--- config.mk ---
export PLATFORM = sky130hd
export DESIGN_NAME = disp_scan_drv
export DESIGN_NICKNAME = d
export VERILOG_FILES = /design/src/rtl/disp_pkg.sv /design/src/rtl/seg7_font.sv /design/src/rtl/disp_scan_drv.sv
export SDC_FILE = /design/constraint.sdc
export NUM_CORES = 1
export LEC_CHECK = 0
export ABC_AREA = 0
export ABC_CLOCK_PERIOD_IN_PS = 3000
export CAP_MARGIN = 30
export CORE_MARGIN = 4
export CORE_UTILIZATION = 50
export CTS_CLUSTER_SIZE = 14
export DETAILED_ROUTE_END_ITERATION = 10
export PLACE_DENSITY = 0.75
export REMOVE_ABC_BUFFERS = 1
export SLEW_MARGIN = 5
export SYNTH_ARGS = -nofsm -noshare
export SYNTH_HDL_FRONTEND = slang
export SYNTH_HIERARCHICAL = 1
export SYNTH_SLANG_ARGS = --single-unit
--- constraint.sdc ---
create_clock -name clk -period 3 [get_ports clk]
set_input_delay 0.9 -clock clk [delete_from_list [all_inputs] [get_ports clk]]
set_output_delay 0.9 -clock clk [all_outputs]
set_load 0.005 [all_outputs]
--- src/rtl/disp_pkg.sv ---
// -----------------------------------------------------------------------------
// disp_pkg
// Shared constants for the seven-segment display scan driver.
//   SEG_A..SEG_G : bit positions of each segment in a 7-bit pattern (1 = lit)
//   SEG_W        : width of a segment pattern
//   FONT_TABLE   : hex nibble -> segment pattern, indexed by the nibble value
// -----------------------------------------------------------------------------
package disp_pkg;

    localparam int SEG_A = 0;
    localparam int SEG_B = 1;
    localparam int SEG_C = 2;
    localparam int SEG_D = 3;
    localparam int SEG_E = 4;
    localparam int SEG_F = 5;
    localparam int SEG_G = 6;
    localparam int SEG_W = SEG_G - SEG_A + 1;

    // Packed so that FONT_TABLE[n] is the pattern for nibble n; the leftmost
    // literal is entry 15 (F).
    localparam logic [15:0][SEG_W-1:0] FONT_TABLE = {
        7'h71, 7'h79, 7'h5E, 7'h39,   // F E D C
        7'h7C, 7'h77, 7'h6F, 7'h7F,   // B A 9 8
        7'h07, 7'h7D, 7'h6D, 7'h66,   // 7 6 5 4
        7'h4F, 7'h5B, 7'h06, 7'h3F    // 3 2 1 0
    };

endpackage

--- src/rtl/seg7_font.sv ---
// -----------------------------------------------------------------------------
// seg7_font
// Combinational hex-nibble to seven-segment pattern decoder.
// Ports:
//   nibble : in  [3:0]        value to display
//   seg    : out [SEG_W-1:0]  segment pattern, bit SEG_A = a .. bit SEG_G = g
// -----------------------------------------------------------------------------
module seg7_font
    import disp_pkg::*;
(
    input  logic [3:0]       nibble,
    output logic [SEG_W-1:0] seg
);

    assign seg = FONT_TABLE[nibble];

endmodule

--- src/rtl/disp_scan_drv.sv ---
// -----------------------------------------------------------------------------
// disp_scan_drv
// Multiplexed seven-segment display scanner. Cycles a one-hot digit enable
// across NDIG digits, CLK_DIV clocks per digit, with DEAD blanking clocks at the
// start of every slot. Digit content comes from shadow registers captured on
// load. Optional leading-zero suppression, per-digit blanking and, when built
// with DISP_BLINK_EN, per-digit blinking.
//
// Parameters:
//   NDIG      : number of digits (1..8)
//   CLK_DIV   : clocks per digit slot (>= 2)
//   DEAD      : blanking clocks at slot start (0..CLK_DIV-1)
//   BLINK_DIV : full frames per blink half-period (only with DISP_BLINK_EN)
// Ports:
//   clk      : in   clock, rising edge
//   rst      : in   asynchronous active-high reset
//   data_in  : in   [4*NDIG-1:0] hex nibbles, digit i = data_in[4i+3:4i]
//   dp_in    : in   [NDIG-1:0] decimal point per digit
//   blank_in : in   [NDIG-1:0] force digit dark
//   lz_en    : in   leading-zero suppression enable (live, not shadowed)
//   load     : in   capture strobe for data_in / dp_in / blank_in
//   blink_in : in   [NDIG-1:0] blink select per digit (only with DISP_BLINK_EN)
//   seg      : out  [6:0] segments, bit0 = a .. bit6 = g, 1 = lit
//   dp       : out  decimal point, 1 = lit
//   an       : out  [NDIG-1:0] one-hot digit enable, 1 = active
// -----------------------------------------------------------------------------
module disp_scan_drv
    import disp_pkg::*;
#(
    parameter int NDIG      = 4,
    parameter int CLK_DIV   = 50000,
    parameter int DEAD      = 0
`ifdef DISP_BLINK_EN
    ,
    parameter int BLINK_DIV = 64
`endif
) (
    input  logic              clk,
    input  logic              rst,
    input  logic [4*NDIG-1:0] data_in,
    input  logic [NDIG-1:0]   dp_in,
    input  logic [NDIG-1:0]   blank_in,
    input  logic              lz_en,
    input  logic              load,
`ifdef DISP_BLINK_EN
    input  logic [NDIG-1:0]   blink_in,
`endif
    output logic [SEG_W-1:0]  seg,
    output logic              dp,
    output logic [NDIG-1:0]   an
);

    localparam int PW = (CLK_DIV > 1) ? $clog2(CLK_DIV) : 1;
    localparam int IW = (NDIG > 1) ? $clog2(NDIG) : 1;

    // -------------------------------------------------------------------------
    // Shadow registers
    // -------------------------------------------------------------------------
    logic [4*NDIG-1:0] data_q;
    logic [NDIG-1:0]   dp_q;
    logic [NDIG-1:0]   blank_q;

    always_ff @(posedge clk or posedge rst) begin
        if (rst) begin
            data_q  <= '0;
            dp_q    <= '0;
            blank_q <= '0;
        end else if (load) begin
            data_q  <= data_in;
            dp_q    <= dp_in;
            blank_q <= blank_in;
        end
    end

    // -------------------------------------------------------------------------
    // Slot prescaler and digit index
    // -------------------------------------------------------------------------
    logic [PW-1:0] presc;
    logic [IW-1:0] idx;
    logic          presc_wrap;
    logic          idx_wrap;

    assign presc_wrap = (presc == PW'(CLK_DIV - 1));
    assign idx_wrap   = (idx == IW'(NDIG - 1));

    always_ff @(posedge clk or posedge rst) begin
        if (rst) begin
            presc <= '0;
            idx   <= '0;
        end else if (presc_wrap) begin
            presc <= '0;
            idx   <= idx_wrap ? '0 : idx + 1'b1;
        end else begin
            presc <= presc + 1'b1;
        end
    end

    // -------------------------------------------------------------------------
    // Blink phase (frame counter toggles the phase every BLINK_DIV frames)
    // -------------------------------------------------------------------------
    logic blink_dark;

`ifdef DISP_BLINK_EN
    localparam int FW = (BLINK_DIV > 1) ? $clog2(BLINK_DIV) : 1;

    logic [FW-1:0] frame_cnt;
    logic          blink_on;

    always_ff @(posedge clk or posedge rst) begin
        if (rst) begin
            frame_cnt <= '0;
            blink_on  <= 1'b1;
        end else if (presc_wrap && idx_wrap) begin
            if (frame_cnt == FW'(BLINK_DIV - 1)) begin
                frame_cnt <= '0;
                blink_on  <= ~blink_on;
            end else begin
                frame_cnt <= frame_cnt + 1'b1;
            end
        end
    end

    assign blink_dark = ~blink_on & blink_in[idx];
`else
    assign blink_dark = 1'b0;
`endif

    // -------------------------------------------------------------------------
    // Digit selection and decode
    // -------------------------------------------------------------------------
    logic [3:0]       nibble_sel;
    logic [SEG_W-1:0] font_seg;
    logic [NDIG:0]    zero_from;   // zero_from[i]: nibbles i..NDIG-1 are all zero
    logic [NDIG-1:0]  onehot;
    logic             active;
    logic             suppress;
    logic             dark;

    assign nibble_sel = data_q[4*idx +: 4];

    seg7_font u_font (
        .nibble (nibble_sel),
        .seg    (font_seg)
    );

    always_comb begin
        zero_from       = '0;
        zero_from[NDIG] = 1'b1;
        for (int i = NDIG - 1; i >= 0; i--) begin
            zero_from[i] = (data_q[4*i +: 4] == 4'h0) && zero_from[i+1];
        end
    end

    always_comb begin
        onehot      = '0;
        onehot[idx] = 1'b1;
    end

    // DEAD = 0 would make the compare a tautology, so it is not built at all.
    if (DEAD == 0) begin : g_no_dead
        assign active = 1'b1;
    end else begin : g_dead
        assign active = (presc >= PW'(DEAD));
    end

    // Digit 0 is exempt so an all-zero value still shows a single "0".
    assign suppress = lz_en && (idx != '0) && zero_from[idx];
    assign dark     = ~active | blank_q[idx] | blink_dark;

    // -------------------------------------------------------------------------
    // Registered outputs
    // -------------------------------------------------------------------------
    always_ff @(posedge clk or posedge rst) begin
        if (rst) begin
            seg <= '0;
            dp  <= 1'b0;
            an  <= '0;
        end else begin
            an  <= active ? onehot : '0;
            seg <= (dark || suppress) ? '0 : font_seg;
            dp  <= dark ? 1'b0 : dp_q[idx];
        end
    end

endmodule

## Word level (Yosys, flattened, before mapping)

Memory sizes are Yosys's and may differ from the RTL's.
Cells that the tools add are included.

- Output and inout port bits: 12
- Memories: 1
- Register bits: 54
- ROM bits: 112
- Word-level logic and storage cells: 43

Memory list:

| name | words | width | rd ports | clocked after memory_dff | write ports | RTL line | RTL |
|---|---|---|---|---|---|---|---|
| (no name shown) | 16 | 7 | 1 | 0 | 0 | seg7_font.sv:15 | `assign seg = FONT_TABLE[nibble];` |

- Order comparisons: 4
- Mux-type cells: 13
- Reductions and logical operators: 12
- Add/subtract/negate cells: 2
- Shift-type cells: 1
- Equal/unequal tests: 2

Operators with widths:

| kind | count |
|---|---|
| adder 16 x 1 -> 16 bit (second input constant) | 1 |
| equality test 16 bit (second input constant) | 1 |
| zero test 4 bit | 4 |
| two-way mux 16 bit | 1 |
| indexed part select 16 x 5 -> 4 bit | 1 |
| two-way mux 7 bit | 2 |
| binary-select mux 1 bit (select 2 bit) | 3 |
| logical AND 1 bit | 6 |
| < comparator 4 x 5 -> 1 bit (second input constant) | 1 |
| two-way mux 1 bit | 5 |
| < comparator 2 x 4 -> 1 bit (second input constant) | 1 |
| < comparator 2 x 3 -> 1 bit (second input constant) | 1 |
| adder 2 x 1 -> 2 bit (second input constant) | 1 |
| demux 1 bit (select 2 bit) | 1 |
| equality test 2 bit (second input constant) | 1 |
| >= comparator 2 x 1 -> 1 bit (second input constant) | 1 |
| two-way mux 2 bit | 1 |
| nonzero test 2 bit | 1 |
| logical OR 1 bit | 1 |

## Depth between registers and ports, before layout

Gate-level depths: netlist of the first run.

- Depth in word-level cells: 9
- Mapped depth: 8

## Cells and area by module

The synthesis of the first run kept the hierarchy.

Modules (own cells, without submodules):

| module | instances | area each (um2) | cells each |
|---|---|---|---|
| disp_scan_drv | 1 | 2366.0 | 184 |
| seg7_font | 1 | 287.8 | 33 |

## Least setup slack after synthesis of the first run

OpenSTA, ideal clock, no wires.

- Kind: register to register
- From: register idx[0]
- To: register seg[3]
- Data arrival time: 2.077 ns
- Path slack: 0.788 ns
- Clock period less this slack: 2.212 ns
- Cell stages (with the launch flop): 9
- Required time: 2.865 ns
- Cell sequence: dfrtp_1 buf_2 mux4_2 inv_1 ha_1 inv_1 mux4_1 nand2_1 nor2_1

RTL lines:

| element | RTL line | RTL |
|---|---|---|
| start, declared | disp_scan_drv.sv:79 | `logic [IW-1:0] idx;` |
| start signal, assigned | disp_scan_drv.sv:92 | `idx <= idx_wrap ? '0 : idx + 1'b1;` |
| indexed part select 16 x 5 -> 4 bit | disp_scan_drv.sv:139 | `assign nibble_sel = data_q[4*idx +: 4];` |
| net nibble_sel[1] | disp_scan_drv.sv:131 | `logic [3:0] nibble_sel;` |
| memory (16 x 7 bit) | -- |  |
| two-way mux 7 bit (implied by the code) | seg7_font.sv:15 |  |
| net font_seg[3] | disp_scan_drv.sv:132 | `logic [SEG_W-1:0] font_seg;` |
| two-way mux 7 bit | disp_scan_drv.sv:180 | `seg <= (dark \|\| suppress) ? '0 : font_seg;` |
| end signal, assigned | disp_scan_drv.sv:180 |  |
| end, declared | disp_scan_drv.sv:48 | `output logic [SEG_W-1:0] seg,` |

The timed path passes the listed nets, and every way through them passes these cells. The select of a mux whose other input is x is not followed.
A chain may end at the register's enable or synchronous reset.

## Worst setup path in the final report of the first run

Same ends and word-level chain as after synthesis.

==> results.toml, run 1 <==
[run_status]
status = "finished clean"

[clocking]
clock-sinks = 54
clock_latency_ps = 310
postCtsHoldBufs = 0
clockRootBuffer = "clkbuf_8"
numCtsBuffers = 5
clkTransAtPathRegs_ps = 100
clockBufferDepth = 2
cts_tree = "built"
cts.repair.resized = 0
cts_setup_buffers = 0
htreeDepth = 2

[floorplan]
io_pins = 40
coreArea_um2 = 5140
die_area_um2 = 6540
die_h_um = 80.9
die_x_um = 80.9
start_util_pct = 51.6
num_rows = 26

[sta]
fin_skew_ps = 4.35
setup_slack_ps = 550
fmax_mhz = 408
fin_crit_ps = 2450
hold_viol_final = 0
setup_viol = 0
rsz0062_at_grt = "false"
min_period_over_period_pct = 81.7
max-slew-margin-rel_pct = 63.4
drv_slew = 0
fin_setup_tns_ps = 0
holdWs_ps = 512
tightest_slew_ps = 549

[critical_path]
cp.arrival_ps = 2630
crit_fanout = 12
crit_family = "multiplexers"
startpoint_type = "flop"
crit_path_end_kind = "flop"
crit_buf_inv = 2
path_class = "flop to flop"
cp_slowest_cell = "dfrtp_1"
cp_common_cell = "inv_1"
path_cells = "mux4_2, inv_1, ha_1, inv_1, mux4_1, nand2_1, nor2_1"
slowest_delay_ps = 650
cp.required_ps = 3180

[grt]
antenna_found_initial = 0
met2_usage_pct = 26.3
use_met3_pct = 3.99
grt_max_degree = 31
use_met1_pct = 23.1
grt_overflow = 0
grt_pass1_wl_um = 8320
grt_usage_pct = 16.8
busiest_layer = "met2"
grt_pass1_vias = 1733

[finish]
design_area_um2 = 3230
fin_util_pct = 62.8
ff_latch_area_um2 = 1350
multi_input_area_um2 = 1220
fin_cells = 328
drive_gt1_share_pct = 19.4
area_growth_pct = 21.7
final_nets = 297
diodes = 0
nFillCells = 435

[synthesis]
postSynthCellCount = 217
synth-edff-count = 0
async_reset_ff_share_pct = 100
synthDistinctLibCells = 42
synth_top_flop_cell = "dfrtp_1"
ys.warnings.count = 6
yosysSeqAreaShare_pct = 50.9
synth.avg_cell_area_um2 = 12.2
syn_area_um2 = 2650
synth-seq-cells = 54
yosysTopAreaCell = "dfrtp_1"
synth_top_area_share_pct = 50.9
synthTopCellsByArea = "dfrtp_1 51%, mux2_2 12%, ha_1 5.7%, mux4_2 4.2%, nor2_1 2.7%"

[drt]
routedWlPerCell_um = 14.7
drt_first_iter_violations = 109
vias = 1688
drc = 0
wirelength_um = 4810
drt_first_pass_iters = 4
drtAntennaViolNets = 0
post_drt_via_cell_ratio = 5.15

[placement]
gp_congestion = 0.809
portBuffers = 39
dp_hpwl_um = 3560
dpl-instance-area_um2 = 3120
placed_cells = 320
pre_cts_ws_ps = 551

[power]
p_leak_nw = 1.37
power_density_nw_per_um2 = 470
clkPwrFrac_pct = 32.3
seqPwrFrac_pct = 53.0
p_comb_share_pct = 14.7
sw_frac_of_total_pct = 23.5
max-vdd-ir-drop_v = 0.000353
total_power_mw = 1.52
internal-power_mw = 1.16
power.switching_uw = 356

[flow_run]
drv_cap = 0

[hold_path]
hold_path.class = "flop to flop"
[power groups by stage]
stage	sequential (mW)	combinational, mW	clock, mW
after floorplan	0.811	0.124	0
after global placement	0.819	0.219	0
after detailed placement	0.819	0.225	0
after CTS	0.804	0.226	0.508
after global routing	0.811	0.248	0.535
final	0.804	0.223	0.491
[worst paths after layout]
check / cells after the start / from / slack (ps) / to
min reg2reg: 1 / presc[12] / 510 / presc[12]
min in group asynchronous: 2 / rst / 950 / dp
max reg2reg: 7 / idx[0] / 550 / seg[3]
max in group asynchronous: 3 / rst / 1520 / presc[14]
min: 1 / presc[12] / 510 / presc[12]
max: 7 / idx[0] / 550 / seg[3]
[flip-flops by register name, summed over array words and instances (netlist names)]
name / count
dp_q: 4
idx: 2
dp: 1
presc: 16
blank_q: 4
an: 4
data_q: 16
seg: 7
[Yosys cell counts (4+ instances only)]
cell     number
dfrtp_1      54
mux2_2       28
nor2_1       19
nand2_1      16
ha_1         12
inv_1        11
xnor2_1       6
mux4_2        5
nor4_1        5
xor2_1        5
a21oi_1       4
buf_2         4
mux2i_1       4
nand3_1       4
nor3_1        4
o21ai_0       4
[per-layer routing]
layer | part of all wire, % | wire length, µm
met2 | 46 | 2200
met1 | 49 | 2350
met5 | 0 | 0
met3 | 3.9 | 186
met4 | 1.6 | 76
[placed cells by master, fill, tap and decap left out, types with 2 or more instances in the layout]
cell type / count
dfrtp_1: 54
clkdlybuf4s50_1: 39
mux2_2: 28
nor2_1: 19
nand2_1: 16
ha_1: 12
inv_1: 10
xnor2_1: 6
mux4_2: 5
nor4_1: 5
xor2_1: 5
clkbuf_8: 5
o21ai_0: 4
a21oi_1: 4
mux2i_1: 4
nand3_1: 4
nor3_1: 4
nor2b_1: 3
nand3b_1: 2
nand4_1: 2
[layout make-up]
type	count	share of cell area, %
inverters	11	1.28
clock buffers	5	2.13
clock inverters	3	1.36
flip-flops and latches	54	41.8
repair buffers	41	12.9
well taps	70	2.71
multi-input cells	144	37.7
[kinds of logic (layout without fill, tap and decap cells)]
family | after synthesis | count (layout) | synth area share (%)
buffers and inverters | 19 | 60 | 3.16
flip-flops | 54 | 54 | 50.9
XOR/XNOR | 11 | 11 | 3.63
AO/OA/AOI/OAI | 16 | 16 | 4.34
multiplexers | 38 | 38 | 18.6
adder cells (fa/ha/maj) | 12 | 12 | 5.66
AND/OR/NAND/NOR | 67 | 67 | 13.7
(Power assumes the default switching activity.)
==> run 2: changes to the inputs <==
--- a/config.mk
+++ b/config.mk
@@ -6,10 +6,10 @@
 export NUM_CORES = 1
 export LEC_CHECK = 0
 export ABC_AREA = 0
-export ABC_CLOCK_PERIOD_IN_PS = 3000
+export ABC_CLOCK_PERIOD_IN_PS = 2100
 export CAP_MARGIN = 30
 export CORE_MARGIN = 4
-export CORE_UTILIZATION = 50
+export CORE_UTILIZATION = 48
 export CTS_CLUSTER_SIZE = 14
 export DETAILED_ROUTE_END_ITERATION = 10
 export PLACE_DENSITY = 0.75
==> constraint.sdc (replaced) <==
create_clock -name clk -period 2.1 [get_ports clk]
set_input_delay 0.63 -clock clk [delete_from_list [all_inputs] [get_ports clk]]
set_output_delay 0.63 -clock clk [all_outputs]
set_load 0.005 [all_outputs]
==> run 2 against run 1 <==
Net effect: clock skew is 4.9 ps higher; final area up 2.4%; die area increased by 3.7%; total power grew 36%; largest power group unchanged.
==> results.toml, run 2 (same netlist as run 1, synthesis figures left out) <==
[grt]
use_met3_pct = 3.80
grt_max_degree = 55
grt_pass1_vias = 1709
grt_overflow = 0
antenna_found_initial = 0
grt_usage_pct = 15.4
use_met1_pct = 21.7
busiest_layer = "met2"
met2_usage_pct = 23.5
grt_pass1_wl_um = 8020

[clocking]
htreeDepth = 2
cts_tree = "built"
clockRootBuffer = "clkbuf_8"
postCtsHoldBufs = 0
clockBufferDepth = 2
clock_latency_ps = 310
clkTransAtPathRegs_ps = 100
clock-sinks = 54
numCtsBuffers = 5

[finish]
fin_util_pct = 63.1
drive_gt1_share_pct = 23.8
final_nets = 308
layout_common_cells = "53 x dfrtp_1, 39 x clkdlybuf4s50_1, 28 x mux2_2"
area_growth_pct = 24.6
reg_top3 = "data_q (16), presc (16), seg (7)"
fin_cells = 339
design_area_um2 = 3310
diodes = 0
final_common_cell = "dfrtp_1"
nFillCells = 400

[drt]
wirelength_um = 4850
drc = 0
routedWlPerCell_um = 14.3
vias = 1751
drtAntennaViolNets = 0
post_drt_via_cell_ratio = 5.17
drt_first_iter_violations = 68
drt_first_pass_iters = 4

[power]
p_leak_nw = 1.41
power_density_nw_per_um2 = 625
total_power_mw = 2.07
max-vdd-ir-drop_v = 0.000439

[critical_path]
cp.arrival_ps = 2210
crit_family = "buffers and inverters"
cp.required_ps = 2300
path_cells = "buf_4, mux4_2, inv_2, buf_4, buf_4, ha_1, nor2b_1, o32a_1, nand2_1, nor2_1"
cp_common_cell = "buf_4"
cp_slowest_cell = "dfrtp_2"
crit_path_end_kind = "flop"
crit_fanout = 4
path_class = "flop to flop"
startpoint_type = "flop"
crit_buf_inv = 4
slowest_delay_ps = 440

[sta]
fin_skew_ps = 9.27
min_period_over_period_pct = 95.6
max-slew-margin-rel_pct = 78.0
tightest_slew_ps = 327
fmax_mhz = 498
drv_slew = 0
fin_crit_ps = 2010
holdWs_ps = 516
hold_viol_final = 0
setup_viol = 0
setup_slack_ps = 91.8
fin_setup_tns_ps = 0

[placement]
dpl-instance-area_um2 = 3180
gp_congestion = 0.780
pre_cts_ws_ps = 57.9
placed_cells = 327
dp_hpwl_um = 3510
portBuffers = 39

[floorplan]
start_util_pct = 50.7
coreArea_um2 = 5240
die_h_um = 82.4
num_rows = 26
die_area_um2 = 6780
io_pins = 40
die_x_um = 82.4

[run_status]
status = "finished clean"

[hold_path]
hold_path.class = "flop to flop"

[flow_run]
drv_cap = 0
==> run 2: changes by cell type in the layout (fill, tap and decap cells not counted), sizes merged <==
cell | previous run | this run
buf | 2 | 13
bufinv | 1 | 0
clkinvlp | 0 | 1
==> run 2: power breakdown <==
group / switching (mW) / internal (mW) / leakage, nW
sequential: 0.0406 / 1.11 / 0.666
combinational: 0.130 / 0.208 / 0.698
clock: 0.339 / 0.241 / 0.0447
total: 0.509 / 1.56 / 1.41
==> run 2: timing repair <==
action / 4_1_cts / 5_1_grt
buffers inserted: 0 / 4
setup endpoints to repair: 0 / 2
resized for setup: 0 / 4
==> run 2: worst paths after layout <==
check | start | end | slack (ps) | cells past startpoint
hold reg to reg | dp_q[3] | dp_q[3] | 520 | 1
setup / recovery | idx[0] | seg[4] | 90 | 10
min in group asynchronous | rst | seg[0] | 690 | 3
hold / removal | dp_q[3] | dp_q[3] | 520 | 1
setup reg to reg | idx[0] | seg[4] | 90 | 10
max in group asynchronous | rst | idx[0] | 1180 | 3
==> run 2: area by class of cell <==
| cell class | instances | area, µm² | share of cell area [%] |
|---|---|---|---|
| Multi-Input combinational cell | 144 | 1210 | 36.7 |
| Tap cell | 70 | 87.6 | 2.65 |
| Inverter | 11 | 41.3 | 1.25 |
| Clock inverter | 3 | 25.0 | 0.757 |
| Timing Repair Buffer | 52 | 517 | 15.6 |
| Sequential cell | 54 | 1350 | 40.9 |
| Clock buffer | 5 | 68.8 | 2.08 |
==> run 2: worst reg2reg max path: stages (launching register included) <==
cell and delay (ps):
dfrtp_2 440, buf_4 140, mux4_2 280, inv_2 70, buf_4 140, buf_4 130, ha_1 200, nor2b_1 130
o32a_1 290, nand2_1 60, nor2_1 40
==> run 2: metal layers <==
metal  up-vias  wire [µm]  share of wire, %
met5         -          0                 0
met4         0         13              0.27
met3         2        214               4.4
met2        47       2270                47
met1       840       2350                48
li1        862          -                 -
==> run 3: changes to the inputs <==
--- a/config.mk
+++ b/config.mk
@@ -5,13 +5,13 @@
 export SDC_FILE = /design/constraint.sdc
 export NUM_CORES = 1
 export LEC_CHECK = 0
-export ABC_AREA = 0
 export ABC_CLOCK_PERIOD_IN_PS = 2100
 export CAP_MARGIN = 30
 export CORE_MARGIN = 4
 export CORE_UTILIZATION = 48
 export CTS_CLUSTER_SIZE = 14
 export DETAILED_ROUTE_END_ITERATION = 10
+export HOLD_SLACK_MARGIN = 0.08
 export PLACE_DENSITY = 0.75
 export REMOVE_ABC_BUFFERS = 1
 export SLEW_MARGIN = 5
==> results of run 3 <==
No change in the layout: final DEF, timing and power equal those of run 2.
